### src/rtl/if_prefetch_unit.sv
// Instruction-fetch front end: owns the fetch PC, issues Wishbone classic
// reads and buffers {pc, instr} pairs in a DEPTH-entry FIFO toward ID.
// Redirects flush the buffer and restart fetch at a new PC.
//
// Optional feature macro: IF_PREFETCH_ERR_EN (adds wb_err_i / out_fault_o and
// a HALT state entered on a bus error).
//
// Ports:
//   clk, reset                   clock, synchronous active-high reset
//   redirect_i, redirect_pc_i    flush and restart fetch at redirect_pc_i
//   out_valid_o/out_ready_i      head handshake toward ID
//   out_pc_o, out_instr_o        head entry payload
//   out_fault_o                  head entry bus-error flag (ERR_EN only)
//   wb_cyc_o, wb_stb_o, wb_adr_o Wishbone classic read request
//   wb_ack_i, wb_dat_i           Wishbone read response
//   wb_err_i                     Wishbone error response (ERR_EN only)
//   wb_dat_o, wb_sel_o, wb_we_o  constant read-only bus controls
module if_prefetch_unit #(
  parameter int unsigned           ADDR_WIDTH = 32,
  parameter int unsigned           DATA_WIDTH = 32,
  parameter logic [ADDR_WIDTH-1:0] RESET_PC   = 32'h8000_0000,
  parameter int unsigned           DEPTH      = 4
) (
  input  logic                      clk,
  input  logic                      reset,
  input  logic                      redirect_i,
  input  logic [ADDR_WIDTH-1:0]     redirect_pc_i,
  output logic                      out_valid_o,
  input  logic                      out_ready_i,
  output logic [ADDR_WIDTH-1:0]     out_pc_o,
  output logic [DATA_WIDTH-1:0]     out_instr_o,
`ifdef IF_PREFETCH_ERR_EN
  output logic                      out_fault_o,
  input  logic                      wb_err_i,
`endif
  output logic                      wb_cyc_o,
  output logic                      wb_stb_o,
  input  logic                      wb_ack_i,
  output logic [ADDR_WIDTH-1:0]     wb_adr_o,
  output logic [DATA_WIDTH-1:0]     wb_dat_o,
  input  logic [DATA_WIDTH-1:0]     wb_dat_i,
  output logic [DATA_WIDTH/8-1:0]   wb_sel_o,
  output logic                      wb_we_o
);

  localparam int unsigned STEP  = DATA_WIDTH / 8;
  localparam int unsigned IDX_W = $clog2(DEPTH);
  localparam int unsigned PTR_W = IDX_W + 1;

`ifdef IF_PREFETCH_ERR_EN
  typedef enum logic [1:0] {IDLE, BUSY, HALT} state_t;
`else
  typedef enum logic {IDLE, BUSY} state_t;
`endif

  state_t state, state_next;

  logic [ADDR_WIDTH-1:0] pc_mem    [DEPTH];
  logic [DATA_WIDTH-1:0] instr_mem [DEPTH];

  logic [PTR_W-1:0]      wr_ptr, rd_ptr;
  logic [PTR_W-1:0]      wr_ptr_next, rd_ptr_next, count_next;
  logic [ADDR_WIDTH-1:0] fetch_pc, fetch_pc_next, adr_next;
  logic                  discard, discard_next;
  logic                  cyc_next, issue;
  logic                  term, push, pop;
  logic [DATA_WIDTH-1:0] push_instr;

  logic                  head_valid_next;
  logic [ADDR_WIDTH-1:0] head_pc_next;
  logic [DATA_WIDTH-1:0] head_instr_next;

`ifdef IF_PREFETCH_ERR_EN
  logic                  fault_mem [DEPTH];
  logic                  err_term;
  logic                  head_fault_next;
`endif

  assign wb_dat_o = '0;
  assign wb_sel_o = '1;
  assign wb_we_o  = 1'b0;

  // Bus termination and FIFO push/pop accounting; redirect overrides both.
  always_comb begin
`ifdef IF_PREFETCH_ERR_EN
    err_term   = wb_cyc_o & wb_err_i;
    term       = wb_cyc_o & (wb_ack_i | wb_err_i);
    push_instr = err_term ? '0 : wb_dat_i;
`else
    term       = wb_cyc_o & wb_ack_i;
    push_instr = wb_dat_i;
`endif
    push        = term & ~discard & ~redirect_i;
    pop         = out_valid_o & out_ready_i & ~redirect_i;
    wr_ptr_next = wr_ptr + PTR_W'(push);
    rd_ptr_next = redirect_i ? wr_ptr : rd_ptr + PTR_W'(pop);
    count_next  = wr_ptr_next - rd_ptr_next;
  end

  // Next-state and next-output logic for the fetch FSM.
  always_comb begin
    state_next    = state;
    discard_next  = discard;
    fetch_pc_next = fetch_pc;

    if (redirect_i) begin
      fetch_pc_next = redirect_pc_i;
    end else if (push) begin
      fetch_pc_next = fetch_pc + ADDR_WIDTH'(STEP);
    end

    case (state)
      IDLE: begin
        if (count_next < PTR_W'(DEPTH)) state_next = BUSY;
      end
      BUSY: begin
        if (term) begin
          discard_next = 1'b0;
`ifdef IF_PREFETCH_ERR_EN
          if (err_term & push) begin
            state_next = HALT;
          end else
`endif
          if (count_next >= PTR_W'(DEPTH)) begin
            state_next = IDLE;
          end
        end else if (redirect_i) begin
          // Old read still owns the bus; its data is thrown away on ack.
          discard_next = 1'b1;
        end
      end
`ifdef IF_PREFETCH_ERR_EN
      HALT: begin
        if (redirect_i) state_next = IDLE;
      end
`endif
      default: state_next = IDLE;
    endcase

    cyc_next = (state_next == BUSY);
    // A fresh request starts whenever we enter BUSY or chain after a termination.
    issue    = cyc_next & ((state != BUSY) | term);
    adr_next = issue ? fetch_pc_next : wb_adr_o;
  end

  // FSM state and bus-side registers.
  always_ff @(posedge clk) begin
    if (reset) begin
      state    <= IDLE;
      wb_cyc_o <= 1'b0;
      wb_stb_o <= 1'b0;
      wb_adr_o <= RESET_PC;
      fetch_pc <= RESET_PC;
      discard  <= 1'b0;
    end else begin
      state    <= state_next;
      wb_cyc_o <= cyc_next;
      wb_stb_o <= cyc_next;
      wb_adr_o <= adr_next;
      fetch_pc <= fetch_pc_next;
      discard  <= discard_next;
    end
  end

  // FIFO storage; contents need no reset since pointers gate visibility.
  always_ff @(posedge clk) begin
    if (push) begin
      pc_mem[wr_ptr[IDX_W-1:0]]    <= wb_adr_o;
      instr_mem[wr_ptr[IDX_W-1:0]] <= push_instr;
`ifdef IF_PREFETCH_ERR_EN
      fault_mem[wr_ptr[IDX_W-1:0]] <= err_term;
`endif
    end
  end

  // Next head entry: bypass the pushed data when it becomes the head.
  always_comb begin
    head_valid_next = (count_next != '0);
    head_pc_next    = out_pc_o;
    head_instr_next = out_instr_o;
`ifdef IF_PREFETCH_ERR_EN
    head_fault_next = out_fault_o;
`endif
    if (head_valid_next) begin
      if (rd_ptr_next == wr_ptr) begin
        head_pc_next    = wb_adr_o;
        head_instr_next = push_instr;
`ifdef IF_PREFETCH_ERR_EN
        head_fault_next = err_term;
`endif
      end else begin
        head_pc_next    = pc_mem[rd_ptr_next[IDX_W-1:0]];
        head_instr_next = instr_mem[rd_ptr_next[IDX_W-1:0]];
`ifdef IF_PREFETCH_ERR_EN
        head_fault_next = fault_mem[rd_ptr_next[IDX_W-1:0]];
`endif
      end
    end
  end

  // FIFO pointers and registered head outputs.
  always_ff @(posedge clk) begin
    if (reset) begin
      wr_ptr      <= '0;
      rd_ptr      <= '0;
      out_valid_o <= 1'b0;
      out_pc_o    <= '0;
      out_instr_o <= '0;
`ifdef IF_PREFETCH_ERR_EN
      out_fault_o <= 1'b0;
`endif
    end else begin
      wr_ptr      <= wr_ptr_next;
      rd_ptr      <= rd_ptr_next;
      out_valid_o <= head_valid_next;
      out_pc_o    <= head_pc_next;
      out_instr_o <= head_instr_next;
`ifdef IF_PREFETCH_ERR_EN
      out_fault_o <= head_fault_next;
`endif
    end
  end

endmodule

### config.mk
export PLATFORM = sky130hd
export DESIGN_NAME = if_prefetch_unit
export DESIGN_NICKNAME = d
export VERILOG_FILES = /design/src/rtl/if_prefetch_unit.sv
export SDC_FILE = /design/constraint.sdc
export NUM_CORES = 1
export LEC_CHECK = 0
export ABC_AREA = 1
export CORE_MARGIN = 3
export CORE_UTILIZATION = 30
export CTS_BUF_LIST = sky130_fd_sc_hd__clkbuf_4
export DETAILED_ROUTE_END_ITERATION = 7
export PLACE_DENSITY = 0.55
export REMOVE_ABC_BUFFERS = 1
export SYNTH_ARGS = -nofsm -noshare
export SYNTH_HDL_FRONTEND = slang
export SYNTH_SLANG_ARGS = --single-unit
### constraint.sdc
create_clock -name clk -period 6.5 [get_ports clk]
set_input_delay 0.65 -clock clk [delete_from_list [all_inputs] [get_ports clk]]
set_output_delay 0.65 -clock clk [all_outputs]
set_load 0.05 [all_outputs]
# [Word level (Yosys, flattened, before mapping)]
# Memories as Yosys holds them, arrays and structs flattened.
# Cells that the tools add are included.
[op_classes] add_sub_neg=4 n_lt_le_gt_ge=2 n_eq_ne=1 muxes=13 bitwise_logic=10 reduce_logical=3
[ops] operator="2-to-1 mux 32 bit" n=4
[ops] operator="adder 32 x 3 -> 32 bit (second input constant)" n=1
[ops] operator="2-to-1 mux 1 bit" n=7
[ops] operator="adder 3 x 1 -> 3 bit" n=2
[ops] operator="AND 1 bit" n=6
[ops] operator="== test 3 bit" n=1
[ops] operator=">= comparator 3 bit (second input constant)" n=1
[ops] operator="< comparator 3 bit (second input constant)" n=1
[ops] operator="2-to-1 mux 3 bit" n=1
[ops] operator="inverter 1 bit" n=3
[ops] operator="nonzero test 3 bit" n=1
[ops] operator="subtractor 3 bit" n=1
[ops] operator="case mux 1 bit (2 select lines)" n=1
[ops] operator="AND reduction 2 bit" n=1
[ops] operator="nonzero test 2 bit" n=1
[ops] operator="bitwise OR 1 bit" n=1
[totals] regBits=137 mem_bits_rw=256 input_bits=69 elab_cells=44 mem_count=2
[mem_list] memory="instr_mem" depth=4 width=32 read_ports=1 rd_ports_with_merged_regs=0 write_ports=1 line_no="59" source="logic [DATA_WIDTH-1:0] instr_mem [DEPTH];"
[mem_list] memory="pc_mem" depth=4 width=32 read_ports=1 rd_ports_with_merged_regs=0 write_ports=1 line_no="58" source="logic [ADDR_WIDTH-1:0] pc_mem [DEPTH];"

# [Logic depth before layout (Yosys ltp)]
[logic_depth] depth_word=10 mapped_depth=24 mapped_depth_nobuf=19

# [Least setup slack after synthesis]
# OpenSTA, ideal clock, no wires.
[synth_timing] kind="reg2reg" startpoint="reg, netlist name state" endpoint="mem instr_mem[2][0], enable pin" setup_ps=565 t_arrival_ps=5659 required_ps=5935 setup_slack_ps=276 stages_incl_launch_ff=6 n_path_buf=1 cell_sequence="dfxtp_1 nand2_1 nor2_1 nand2_1 buf_2 nor3_1"
[synth_lines] item="end: declaration" line_no="59"

# [Worst setup path in the final report]
[layout_timing] startpoint="in redirect_i" endpoint="reg out_pc_o[18]"
[layout_via] elab_chain_len=6
[layout_rtl] item="start: declaration" line_no="26" source="input logic redirect_i,"
[layout_rtl] item="inverter 1 bit" line_no="93, 94"
[layout_rtl] item="AND 1 bit" line_no="94" source="pop = out_valid_o & out_ready_i & ~redirect_i;"
[layout_rtl] item="adder 3 x 1 -> 3 bit" line_no="96" source="rd_ptr_next = redirect_i ? wr_ptr : rd_ptr + PTR_W'(pop);"
[layout_rtl] item="2-to-1 mux 3 bit" line_no="96"
[layout_rtl] item="subtractor 3 bit, or another cell as far along" line_no="97" source="count_next = wr_ptr_next - rd_ptr_next;"
[layout_rtl] item="nonzero test 3 bit or 2-to-1 mux 32 bit (tied branches)" line_no="178, 185"
[layout_rtl] item="end signal: assignment" line_no="216" source="out_pc_o <= head_pc_next;"
[layout_rtl] item="end: declaration" line_no="30" source="output logic [ADDR_WIDTH-1:0] out_pc_o,"
# Several ways; a longest one is shown, not always the timed one.
# A chain may end at the register's enable or synchronous reset.

==> flow_summary.json <==
{
  "hold_viol": 0,
  "synth_top_area_share_pct": 42.9,
  "avgSynthCellArea_um2": 9.28,
  "setup_ws_ns": 2.32,
  "drt_pass1_iterations": 5,
  "slew_headroom_pct": 22.1,
  "synth_area_mm2": 0.0179,
  "antenna_found_initial": 1,
  "cell_internal_pwr_mw": 4.43,
  "ff2ff_setup_slack_ns": 2.47,
  "setup_violations": 0,
  "port_buffers": 167,
  "cts_tree": "done",
  "grt-ovfl-total": 0,
  "cap_violations": 0,
  "synth_area_leaders": "edfxtp_1 (43%), dfxtp_1 (15%), nand2_1 (11%)",
  "grt_pass1_vias": 13400,
  "total_power_mw": 6.57,
  "dp_cells": 2762,
  "yosysTopAreaCell": "edfxtp_1",
  "worst-r2r-cell-count": 13,
  "post-route-util_pct": 36.7,
  "p_switching_mw": 2.14,
  "finClkSkew_ns": 0.0363,
  "worstSetupEndpointType": "register",
  "gp_congestion": 0.849,
  "fin_crit_sh_pct": 64.3,
  "die_area_mm2": 0.0627,
  "min_path_type": "input pin to register",
  "synth-seq-area-share_pct": 58.2,
  "switching_share_pct": 32.6,
  "cts_hold_buffers": 0,
  "worstSetupPathType": "input pin to register",
  "hold_depth": 2,
  "grt_pass1_wl_um": 78000,
  "combPwrFrac_pct": 20.3,
  "critPathArrivalTime_ns": 4.82,
  "seqPwrFrac_pct": 44.5,
  "hold_path_end": "fetch_pc[17]",
  "worstHoldStart": "reset",
  "start_util_pct": 30.7,
  "synthCells": 1931,
  "p_per_area_mw_per_mm2": 307,
  "drt-total-wl_um": 51100,
  "ctsLongestPathBuffers": 3,
  "ctsResizeCount": 0,
  "yosys.area_share.adder_pct": 0.419,
  "fp.dieW_um": 250,
  "synth_top_family_by_area": "simple AND/OR/NAND/NOR gates",
  "final_max_slew_viol_count": 0,
  "post_cts_buffers": 0,
  "rsz0062_at_grt": "no",
  "viasPerCell": 4.65,
  "rows": 88,
  "ir_worst_vdd_v": 0.000177,
  "max_freq_mhz": 239,
  "ant_nets": 0,
  "htreeDepth": 3,
  "startpoint_type": "input pin",
  "worstMarginPinSlew_ns": 1.17,
  "die_h_um": 250,
  "grt_max_degree": 109,
  "insertion_delay_ns": 0.82,
  "p_leak_nw": 8.35,
  "synth-compound-area-share_pct": 11.0,
  "core_region_area_mm2": 0.0584,
  "synthXorXnorAreaFrac_pct": 0.195,
  "cts-buffers-inserted": 112,
  "r2r_start": "out_valid_o",
  "cp_data_required_time_ns": 7.14,
  "drive_above_1_share_pct": 13.1,
  "grtUsageTotal_pct": 15.9,
  "ys_warn_count": 0,
  "synth_mux_area_share_pct": 0.112,
  "drc_errors": 0,
  "hpwl_um": 29600,
  "synthSimpleGateAreaFrac_pct": 19.9,
  "place_ws_ns": 1.50,
  "period_minus_slack_ns": 4.18,
  "synthArstFlopShare_pct": 0,
  "reg2reg_to": "out_pc_o[18]",
  "cts-root-buf": "clkbuf_4",
  "worst-path-max-fanout": 65,
  "clkPwrFrac_pct": 35.2,
  "area_growth_pct": 19.4,
  "ys.flop_type": "edfxtp_1",
  "synth_edf_count": 256,
  "cts.clk_slew.worst_paths_ns": 0.07,
  "vias": 13800,
  "final_cells": 2975,
  "synth.distinct_cells": 37,
  "whs_ns": 0.265,
  "outcome": "complete, no violations",
  "ioPinCount": 205,
  "wl_per_cell_um": 17.2,
  "ys_ff_latch": 393,
  "clock-sinks": 393,
  "nNetsFinal": 2186,
  "drt_iter0_drc": 817
}
## logic make-up after synthesis
kind of cell,Yosys count
compound gates,315
xor+xnor,4
fa+ha+maj,6
buf+inv,371
flops,393
mux,2
other cells,2
simple gates,838
## worst max path at each step
stage	from	end	slack [ns]	cells past startpoint
global placement	redirect_i	out_pc_o[25]	1.59	8
global route	redirect_i	wb_adr_o[12]	2.08	16
CTS	out_valid_o	out_pc_o[25]	2.40	13
finish	redirect_i	out_pc_o[18]	2.32	9
detailed placement	redirect_i	out_pc_o[25]	1.50	9
floorplan	redirect_i	out_instr_o[0]	-1.02	10
## routing by layer
layer	part of all wire, %	routed length, um	track usage, %
met3	6.3	3240	3.48
met2	46	23600	25.5
met5	0	0	0
met1	45	23000	21.2
met4	2.6	1310	5.87
## power groups by stage
stage | Clock [mW] | Combinational (mW) | Sequential [mW]
finish | 2.31 | 1.33 | 2.92
global route | 2.54 | 1.44 | 2.94
CTS | 2.40 | 1.35 | 2.93
detailed placement | 0 | 1.34 | 2.98
global placement | 0 | 1.33 | 2.98
floorplan | 0 | 0.538 | 3.26
## area by class of cell
type / count / area (um^2)
multi-input combinational: 1202 / 5900
clock buffer: 172 / 1290
sequential: 393 / 10400
antenna: 1 / 2.50
clock inverter: 40 / 184
inverter: 213 / 801
tap: 765 / 957
timing repair buffer: 189 / 1840
fill: 5961 / 37000
## critical path, stage by stage
cell and delay (ns):
clkdlybuf4s50_1 0.62, inv_2 0.70, nand3_2 0.26, nand3_4 0.82, nand3_4 1.11, nand2_1 0.29
nand2_1 0.14, nand2_1 0.11, a21oi_2 0.07
## per-stage QoR
stage	cell area, um^2	TNS, ns
floorplan	17000	-192.82
global placement	19900	0
detailed placement	19900	0
CTS	21400	0
global route	21400	0
finish	21400	0
## synthesized netlist by cell type (24+ instances only)
| cell type | instances |
|---|---|
| clkbuf_1 | 24 |
| nand2_1 | 519 |
| a21oi_2 | 60 |
| inv_1 | 210 |
| buf_2 | 65 |
| buf_4 | 49 |
| nor2_1 | 91 |
| o211ai_1 | 64 |
| dfxtp_1 | 137 |
| edfxtp_1 | 256 |
| nand3_1 | 129 |
| a21oi_1 | 106 |
| nand4_1 | 72 |
| o21ai_0 | 79 |
## registers in the layout, summed over array words and instances (netlist names)
| name | flops |
|---|---|
| state | 1 |
| out_instr_o | 32 |
| discard | 1 |
| out_pc_o | 32 |
| rd_ptr | 3 |
| pc_mem | 128 |
| fetch_pc | 32 |
| instr_mem | 128 |
| wb_adr_o | 32 |
| wr_ptr | 3 |
| out_valid_o | 1 |
## placed cells by master (no fill, tap or decap), drive strengths merged
cell,synthesis,routed
clkdlybuf4s50,0,166
edfxtp,256,256
o21ai,80,80
xor2,3,3
dfxtp,137,137
buf,132,23
nand3,132,132
or2,2,2
inv,213,213
clkinv,0,39
conb,2,37
nand3b,1,1
bufinv,0,1
mux2i,2,2
o21bai,4,4
ha,6,6
diode,0,1
a21oi,166,166
nor3,5,5
a22oi,1,1
nor2,93,93
xnor2,1,1
o211ai,64,64
nand4,72,72
and2,7,7
clkbuf,25,172
nand2,526,526
No activity file was read; power rests on OpenSTA's default activity.
